### src/rtl/bubble_host_sequencer.sv
// Host-side sequencer for the bubble timing generator: seeks, reads serial
// bubble data on strobe falls, and packs it LSB-first onto a byte stream.
//
//   state | meaning
//   IDLE  | waiting for a command, output stream drains
//   SEEK  | /BS low, counting position_change edges down to zero
//   READ  | /BS and /REPEN low, sampling bits on strobe falling edges
//   STOP  | /BS and /REPEN released, waiting for the coil to stop
module bubble_host_sequencer #(
   parameter int COUNT_WIDTH    = 16,
   parameter int TIMEOUT_CYCLES = 2048
) (
   input  logic                   master_clock,
   input  logic                   reset_n,
   input  logic                   cmd_valid,
   output logic                   cmd_ready,
   input  logic                   cmd_bootloop,
   input  logic [COUNT_WIDTH-1:0] cmd_seek,
   input  logic [COUNT_WIDTH-1:0] cmd_read,
   output logic                   bubble_shift_enable,
   output logic                   replicator_enable,
   output logic                   bootloop_enable,
   input  logic                   position_change,
   input  logic                   data_out_strobe,
   input  logic                   coil_enable,
   input  logic                   bubble_data,
   output logic [7:0]             data_byte,
   output logic                   data_last,
   output logic                   data_valid,
   input  logic                   data_ready,
   output logic                   busy,
   output logic                   done,
   output logic                   timeout_err,
   output logic                   overrun_err
);
   localparam int WD_W = $clog2(TIMEOUT_CYCLES + 1);

   typedef enum logic [1:0] {IDLE, SEEK, READ, STOP} state_t;
   state_t state_q, state_d;

   logic [2:0]             pc_sync, strobe_sync;
   logic [1:0]             coil_sync, data_sync;
   logic [COUNT_WIDTH-1:0] seek_cnt, read_cnt;
   logic [WD_W-1:0]        wd_cnt;
   logic [2:0]             bit_idx;
   logic [7:0]             shift_q, new_byte;
   logic                   skid_valid, skid_last;
   logic [7:0]             skid_byte;

   logic pc_rise, strobe_fall, coil_stopped, bit_s;
   logic accept, active, wd_expired, timeout_hit;
   logic seek_step, shift_en, byte_done, byte_last;
   logic pop, ovr_set;
   logic ov_d, ol_d, sv_d, sl_d;
   logic [7:0] ob_d, sb_d;

   // edges come from stage 2 vs stage 3; bubble_data/coil use stage 2 for equal delay
   assign pc_rise      = pc_sync[1] & ~pc_sync[2];
   assign strobe_fall  = ~strobe_sync[1] & strobe_sync[2];
   assign coil_stopped = coil_sync[1];
   assign bit_s        = data_sync[1];

   assign cmd_ready           = (state_q == IDLE) && !data_valid && !skid_valid;
   assign accept              = cmd_valid && cmd_ready;
   assign active              = (state_q == SEEK) || (state_q == READ);
   assign busy                = (state_q != IDLE);
   assign bubble_shift_enable = !active;
   assign replicator_enable   = (state_q != READ);
   assign wd_expired          = (wd_cnt == WD_W'(TIMEOUT_CYCLES - 1));
   assign timeout_hit         = active && wd_expired && !pc_rise;
   assign new_byte            = shift_q | (8'(bit_s) << bit_idx);
   assign pop                 = data_valid && data_ready;

   // input synchronizers
   always_ff @(posedge master_clock or negedge reset_n) begin
      if (!reset_n) begin
         pc_sync     <= '0;
         strobe_sync <= '0;
         coil_sync   <= '0;
         data_sync   <= '0;
      end else begin
         pc_sync     <= {pc_sync[1:0], position_change};
         strobe_sync <= {strobe_sync[1:0], data_out_strobe};
         coil_sync   <= {coil_sync[0], coil_enable};
         data_sync   <= {data_sync[0], bubble_data};
      end
   end

   // next-state and per-cycle step decisions
   always_comb begin
      state_d   = state_q;
      seek_step = 1'b0;
      shift_en  = 1'b0;
      byte_done = 1'b0;
      byte_last = 1'b0;
      case (state_q)
         IDLE: if (accept)
            state_d = (cmd_seek != '0) ? SEEK : ((cmd_read != '0) ? READ : STOP);
         SEEK: begin
            if (timeout_hit) state_d = STOP;
            else if (pc_rise) begin
               seek_step = 1'b1;
               if (seek_cnt == COUNT_WIDTH'(1))
                  state_d = (read_cnt != '0) ? READ : STOP;
            end
         end
         READ: begin
            if (timeout_hit) state_d = STOP;
            else if (strobe_fall) begin
               shift_en  = 1'b1;
               byte_last = (read_cnt == COUNT_WIDTH'(1));
               byte_done = (bit_idx == 3'd7) || byte_last;
               if (byte_last) state_d = STOP;
            end
         end
         STOP: if (coil_stopped) state_d = IDLE;
         default: state_d = IDLE;
      endcase
   end

   // output register + skid: a same-cycle accept frees a slot before the new byte lands
   always_comb begin
      ov_d    = data_valid;
      ob_d    = data_byte;
      ol_d    = data_last;
      sv_d    = skid_valid;
      sb_d    = skid_byte;
      sl_d    = skid_last;
      ovr_set = 1'b0;
      if (pop) begin
         ov_d = skid_valid;
         ob_d = skid_byte;
         ol_d = skid_last;
         sv_d = 1'b0;
      end
      if (byte_done) begin
         if (!ov_d) begin
            ov_d = 1'b1;
            ob_d = new_byte;
            ol_d = byte_last;
         end else if (!sv_d) begin
            sv_d = 1'b1;
            sb_d = new_byte;
            sl_d = byte_last;
         end else begin
            ovr_set = 1'b1;
         end
      end
   end

   // state, counters, packer, stream registers and status flags
   always_ff @(posedge master_clock or negedge reset_n) begin
      if (!reset_n) begin
         state_q         <= IDLE;
         seek_cnt        <= '0;
         read_cnt        <= '0;
         wd_cnt          <= '0;
         bit_idx         <= '0;
         shift_q         <= '0;
         data_valid      <= 1'b0;
         data_byte       <= '0;
         data_last       <= 1'b0;
         skid_valid      <= 1'b0;
         skid_byte       <= '0;
         skid_last       <= 1'b0;
         bootloop_enable <= 1'b0;
         done            <= 1'b0;
         timeout_err     <= 1'b0;
         overrun_err     <= 1'b0;
      end else begin
         state_q    <= state_d;
         data_valid <= ov_d;
         data_byte  <= ob_d;
         data_last  <= ol_d;
         skid_valid <= sv_d;
         skid_byte  <= sb_d;
         skid_last  <= sl_d;
         done       <= (state_q == STOP) && coil_stopped;

         if (active && (state_d == state_q) && !pc_rise) wd_cnt <= wd_cnt + WD_W'(1);
         else                                            wd_cnt <= '0;

         if (accept) begin
            seek_cnt        <= cmd_seek;
            read_cnt        <= cmd_read;
            bit_idx         <= '0;
            shift_q         <= '0;
            bootloop_enable <= cmd_bootloop;
            timeout_err     <= 1'b0;
            overrun_err     <= 1'b0;
         end else begin
            if (seek_step && seek_cnt != '0) seek_cnt <= seek_cnt - COUNT_WIDTH'(1);
            if (shift_en) begin
               if (read_cnt != '0) read_cnt <= read_cnt - COUNT_WIDTH'(1);
               if (byte_done) begin
                  bit_idx <= '0;
                  shift_q <= '0;
               end else begin
                  bit_idx <= bit_idx + 3'd1;
                  shift_q <= new_byte;
               end
            end
            if (timeout_hit) timeout_err <= 1'b1;
            if (ovr_set)     overrun_err <= 1'b1;
            if ((state_q == STOP) && (state_d == IDLE)) bootloop_enable <= 1'b0;
         end
      end
   end
endmodule
### config.mk
export PLATFORM = sky130hd
export DESIGN_NAME = bubble_host_sequencer
export DESIGN_NICKNAME = d
export VERILOG_FILES = /design/src/rtl/bubble_host_sequencer.sv
export SDC_FILE = /design/constraint.sdc
export NUM_CORES = 1
export LEC_CHECK = 0
export BUFFER_PORTS_ARGS = -buffer_cell sky130_fd_sc_hd__buf_2
export CORE_MARGIN = 5
export CORE_UTILIZATION = 50
export CTS_CLUSTER_DIAMETER = 50
export DETAILED_ROUTE_END_ITERATION = 12
export PLACE_DENSITY_LB_ADDON = 0.3
export SLEW_MARGIN = 20
export SYNTH_ARGS = -nofsm -noshare
export SYNTH_HDL_FRONTEND = slang
export SYNTH_SLANG_ARGS = --single-unit
### constraint.sdc
create_clock -name master_clock -period 3.39 [get_ports master_clock]
set_clock_uncertainty 0.2 [all_clocks]
set_input_delay 0.339 -clock master_clock [delete_from_list [all_inputs] [get_ports master_clock]]
set_output_delay 0.339 -clock master_clock [all_outputs]
set_load 0.005 [all_outputs]
==> metrics.md <==
| Metric | Value |
|---|---|
| Max cap viols | `0` |
| Outcome | `finished clean` |
| Type of the tightest min-delay check | `primary input to flip-flop` |
| Grt peak-use layer | `met2` |
| Routability congestion estimate | `0.8665` |
| Post-synth EDFFs | `0` |
| Die X | `109.6 um` |
| Synth Area in Simple Gates | `24.69%` |
| Core box area | `9729 um2` |
| Routed WL | `11570 um` |
| Netlist cell types | `54` |
| RSZ-0062 raised after global routing | `no` |
| Setup_tns | `0 ps` |
| Worst setup EP type | `flip-flop` |
| Drt via density | `5.568` |
| Internal Pwr Total | `1.760 mW` |
| Static Leak | `2.479 nW` |
| Max VDD drop | `0.3987 mV` |
| Vias | `4120` |
| Grt total ovfl | `0` |
| Warnings, synthesis | `0` |
| FMAX | `330.4 MHz` |
| GR Layer Usage met3 | `4.169%` |
| Power per cell area | `450.6 nW/um2` |
| DP HPWL | `8298 um` |
| First-pass GRT wire length | `19070 um` |
| Actual slew at the worst max-slew pin | `931.0 ps` |
| Post-synth top cells | `91 x dfrtp_1, 75 x nand2_1, 41 x o21ai_0` |
| H-tree levels | `3` |
| Total power | `2.613 mW` |
| Async SR Flop Fraction | `100.0%` |
| Largest family of logic cells by synthesized area | `simple AND/OR/NAND/NOR gates` |
| Crit-path leading delay family | `compound AO/OA/AOI/OAI gates` |
| Cell taking the most area after synthesis | `dfrtp_1` |
| Cells along the critical path | `inv_1 > ha_1 > inv_1 > nor4b_1 > buf_4 > a211oi_1 > o211ai_2 > mux2_2` |
| Compound-Gate Fraction of Synth Area | `10.64%` |
| Share of power burned in registers | `53.2%` |
| Buffers and inverters on the worst path | `3` |
| Synth Flop Type | `dfrtp_1` |
| Slowest CP cell | `o211ai_2` |
| Critical path class | `flip-flop to flip-flop` |
| Area grow syn2layout | `16.92%` |
| CTS max path bufs | `2` |
| Pre-CTS setup slack | `234.8 ps` |
| Final setup margin | `363.0 ps` |
| Count of input and output buffers | `58` |
| CP Data Arrival Time | `3100 ps` |
| Share of post-route cells with drive strength above 1 | `17.30%` |
| Initial antenna violation count | `0` |
| Adder-Cell Fraction of Synth Area | `3.531%` |
| Post-route minimum period | `3027 ps` |
| Final hold violation count | `0` |
| Sequential area share after synthesis | `45.90%` |
| Num CTS Buffers | `9` |
| Clk root buf | `clkbuf_8` |
| DIE HEIGHT | `109.6 um` |
| Worst-path clk slew | `100 ps` |
| Worst EP required | `3460 ps` |
| Fin crit share | `89.29%` |
| Comb pwr share | `19.1%` |
| Post-synth top area share | `45.90%` |
| Core Rows | `36` |
| CP dominant cell by count | `inv_1` |
| Antenna cells | `0` |
| Crit path max fanout | `17` |
| Flop-to-flop setup slack | `360 ps` |
| Mapped Cells | `526` |
| XOR/XNOR share of the synthesized area | `5.649%` |
| Startpoint class of the critical path | `flip-flop` |
| Clock Sinks | `91` |
| Sw Share | `32.66%` |
| CTS tree | `yes` |
| GRT met1 Usage | `26.49%` |
| Io pins | `59` |
| DR DRC count | `0` |
| GRT Total Usage | `20.15%` |
| Routed wire per std cell | `15.64 um` |
| Pin count of the biggest net entering global routing | `73` |
| Number of global-route vias before repair | `4172` |
| Psw | `853.6 uW` |
| Mux cell area share after synthesis | `6.507%` |
| Antenna-violating nets left | `0` |
| Final Setup Violations | `0` |
| Post-CTS Setup Inserts | `0` |
| Nets | `657` |
| Count of final max-slew check failures | `0` |
| Count leader, synth | `dfrtp_1` |
| DR pass1 iterations | `4` |
| Clock latency on the worst-skew pair | `370 ps` |
| Rel. slew slack | `37.93%` |
| M2 GR Usage | `33.13%` |
| Top post-synthesis cells by area | `dfrtp_1 46%, mux2i_1 6.1%, nand2_1 5.7%, o21ai_0 4.1%, xor2_1 3.9%` |
| DRT iter0 DRCs | `187` |
| Mapped Avg Cell Area | `9.432 um2` |
| Starting Density | `50.99%` |
| Critical path's largest stage delay | `560 ps` |
| Clk pwr share | `27.6%` |
| Syn Nets | `581` |
| Hold slack | `10.65 ps` |
| Synth Register Bits | `91` |
| Finished Core Util | `59.62%` |
| Die Area | `12010 um2` |
| Post-Syn Area | `4961 um2` |
## worst register-to-register path, stage by stage, from the launching register on
cell,delay [ps]
dfrtp_1,530
inv_1,210
ha_1,340
inv_1,50
nor4b_1,300
buf_4,200
a211oi_1,150
o211ai_2,560
mux2_2,400
## area by class of cell
| cell class | instances | area [um2] |
|---|---|---|
| Multi-Input combinational cell | 397 | 2550 |
| Fill cell | 849 | 3929 |
| Clock inverter | 7 | 68.82 |
| Sequential cell | 91 | 2277 |
| Inverter | 15 | 56.30 |
| Timing Repair Buffer | 88 | 558.0 |
| Tap cell | 133 | 166.4 |
| Clock buffer | 9 | 123.9 |
## sequential cells by signal, summed over array words and instances (netlist names)
register / count
pc_sync: 3
skid_valid: 1
skid_last: 1
coil_sync: 2
bit_idx: 3
strobe_sync: 3
data_last: 1
timeout_err: 1
shift_q: 8
overrun_err: 1
data_byte: 8
done: 1
seek_cnt: 16
bootloop_enable: 1
state_q: 2
skid_byte: 8
wd_cnt: 12
data_valid: 1
data_sync: 2
read_cnt: 16
## cells by family (layout without fill, tap and decap cells)
group	Yosys count	count (layout)
and+or+nand+nor	235	235
muxes	32	32
xor gates and xnor gates	32	32
buffers and inverters	38	119
DFF	91	91
AOI/OAI and AO/OA	84	84
adders and majority gates	14	14
## layer usage
metal,up-vias,wire [um],share of wire [%]
met2,94,5439,47
met3,18,510,4.4
met4,0,194,1.7
met1,1967,5428,47
li1,2041,-,-
met5,-,0,0
## placed cells by master (no fill, tap or decap), types with 3 or more instances in the layout
cell and instances:
nand4_1 20, nor2_1 37, or4_1 5, nand2_1 75
a21oi_1 8, clkbuf_8 9, xnor2_1 10, buf_4 15
nor2b_1 4, nand3b_1 3, inv_1 15, mux2i_1 30
and2_1 6, o21ai_0 41, a211oi_1 3, ha_1 14
o211ai_1 3, nor4_1 14, dlygate4sd3_1 16, nand2b_1 5
xor2_1 22, a31oi_1 13, o31a_1 3, or2_2 5
dfrtp_1 91, or3_1 5, nor3_1 9, buf_2 57
nand3_1 29
## power by group through the flow
stage                     sequential (mW)  combinational (mW)  clock [mW]
after floorplan                      1.37               0.316           0
after global placement               1.40               0.471           0
after detailed placement             1.41               0.491           0
after CTS                            1.39               0.508       0.743
after global routing                 1.41               0.575       0.781
final                                1.39               0.500       0.722
## worst paths after layout
path	from	endpoint	depth (start not counted)
max in group asynchronous	reset_n	data_byte[5]	3
worst max register to register	state_q[0]	skid_last	8
worst min register to register	data_sync[0]	data_sync[1]	0
worst max-delay path	state_q[0]	skid_last	8
worst min-delay path	cmd_seek[9]	seek_cnt[9]	3
min in group asynchronous	reset_n	seek_cnt[11]	2
## repair_timing
action / 4_1_cts / 5_1_grt
setup endpoints to repair: 0 / 3
endpoints found under the hold margin: 85 / 0
gates resized for setup: 0 / 1
hold buffers: 16 / 0
## per-stage QoR
stage          instances  cell area [um2]
2_1_floorplan        526             4961
3_3_place_gp         708             5444
3_5_place_dp         708             5444
4_1_cts              740             5797
5_1_grt              740             5801
6_report             740             5801
Note: power is estimated with default switching activity, not from simulation.
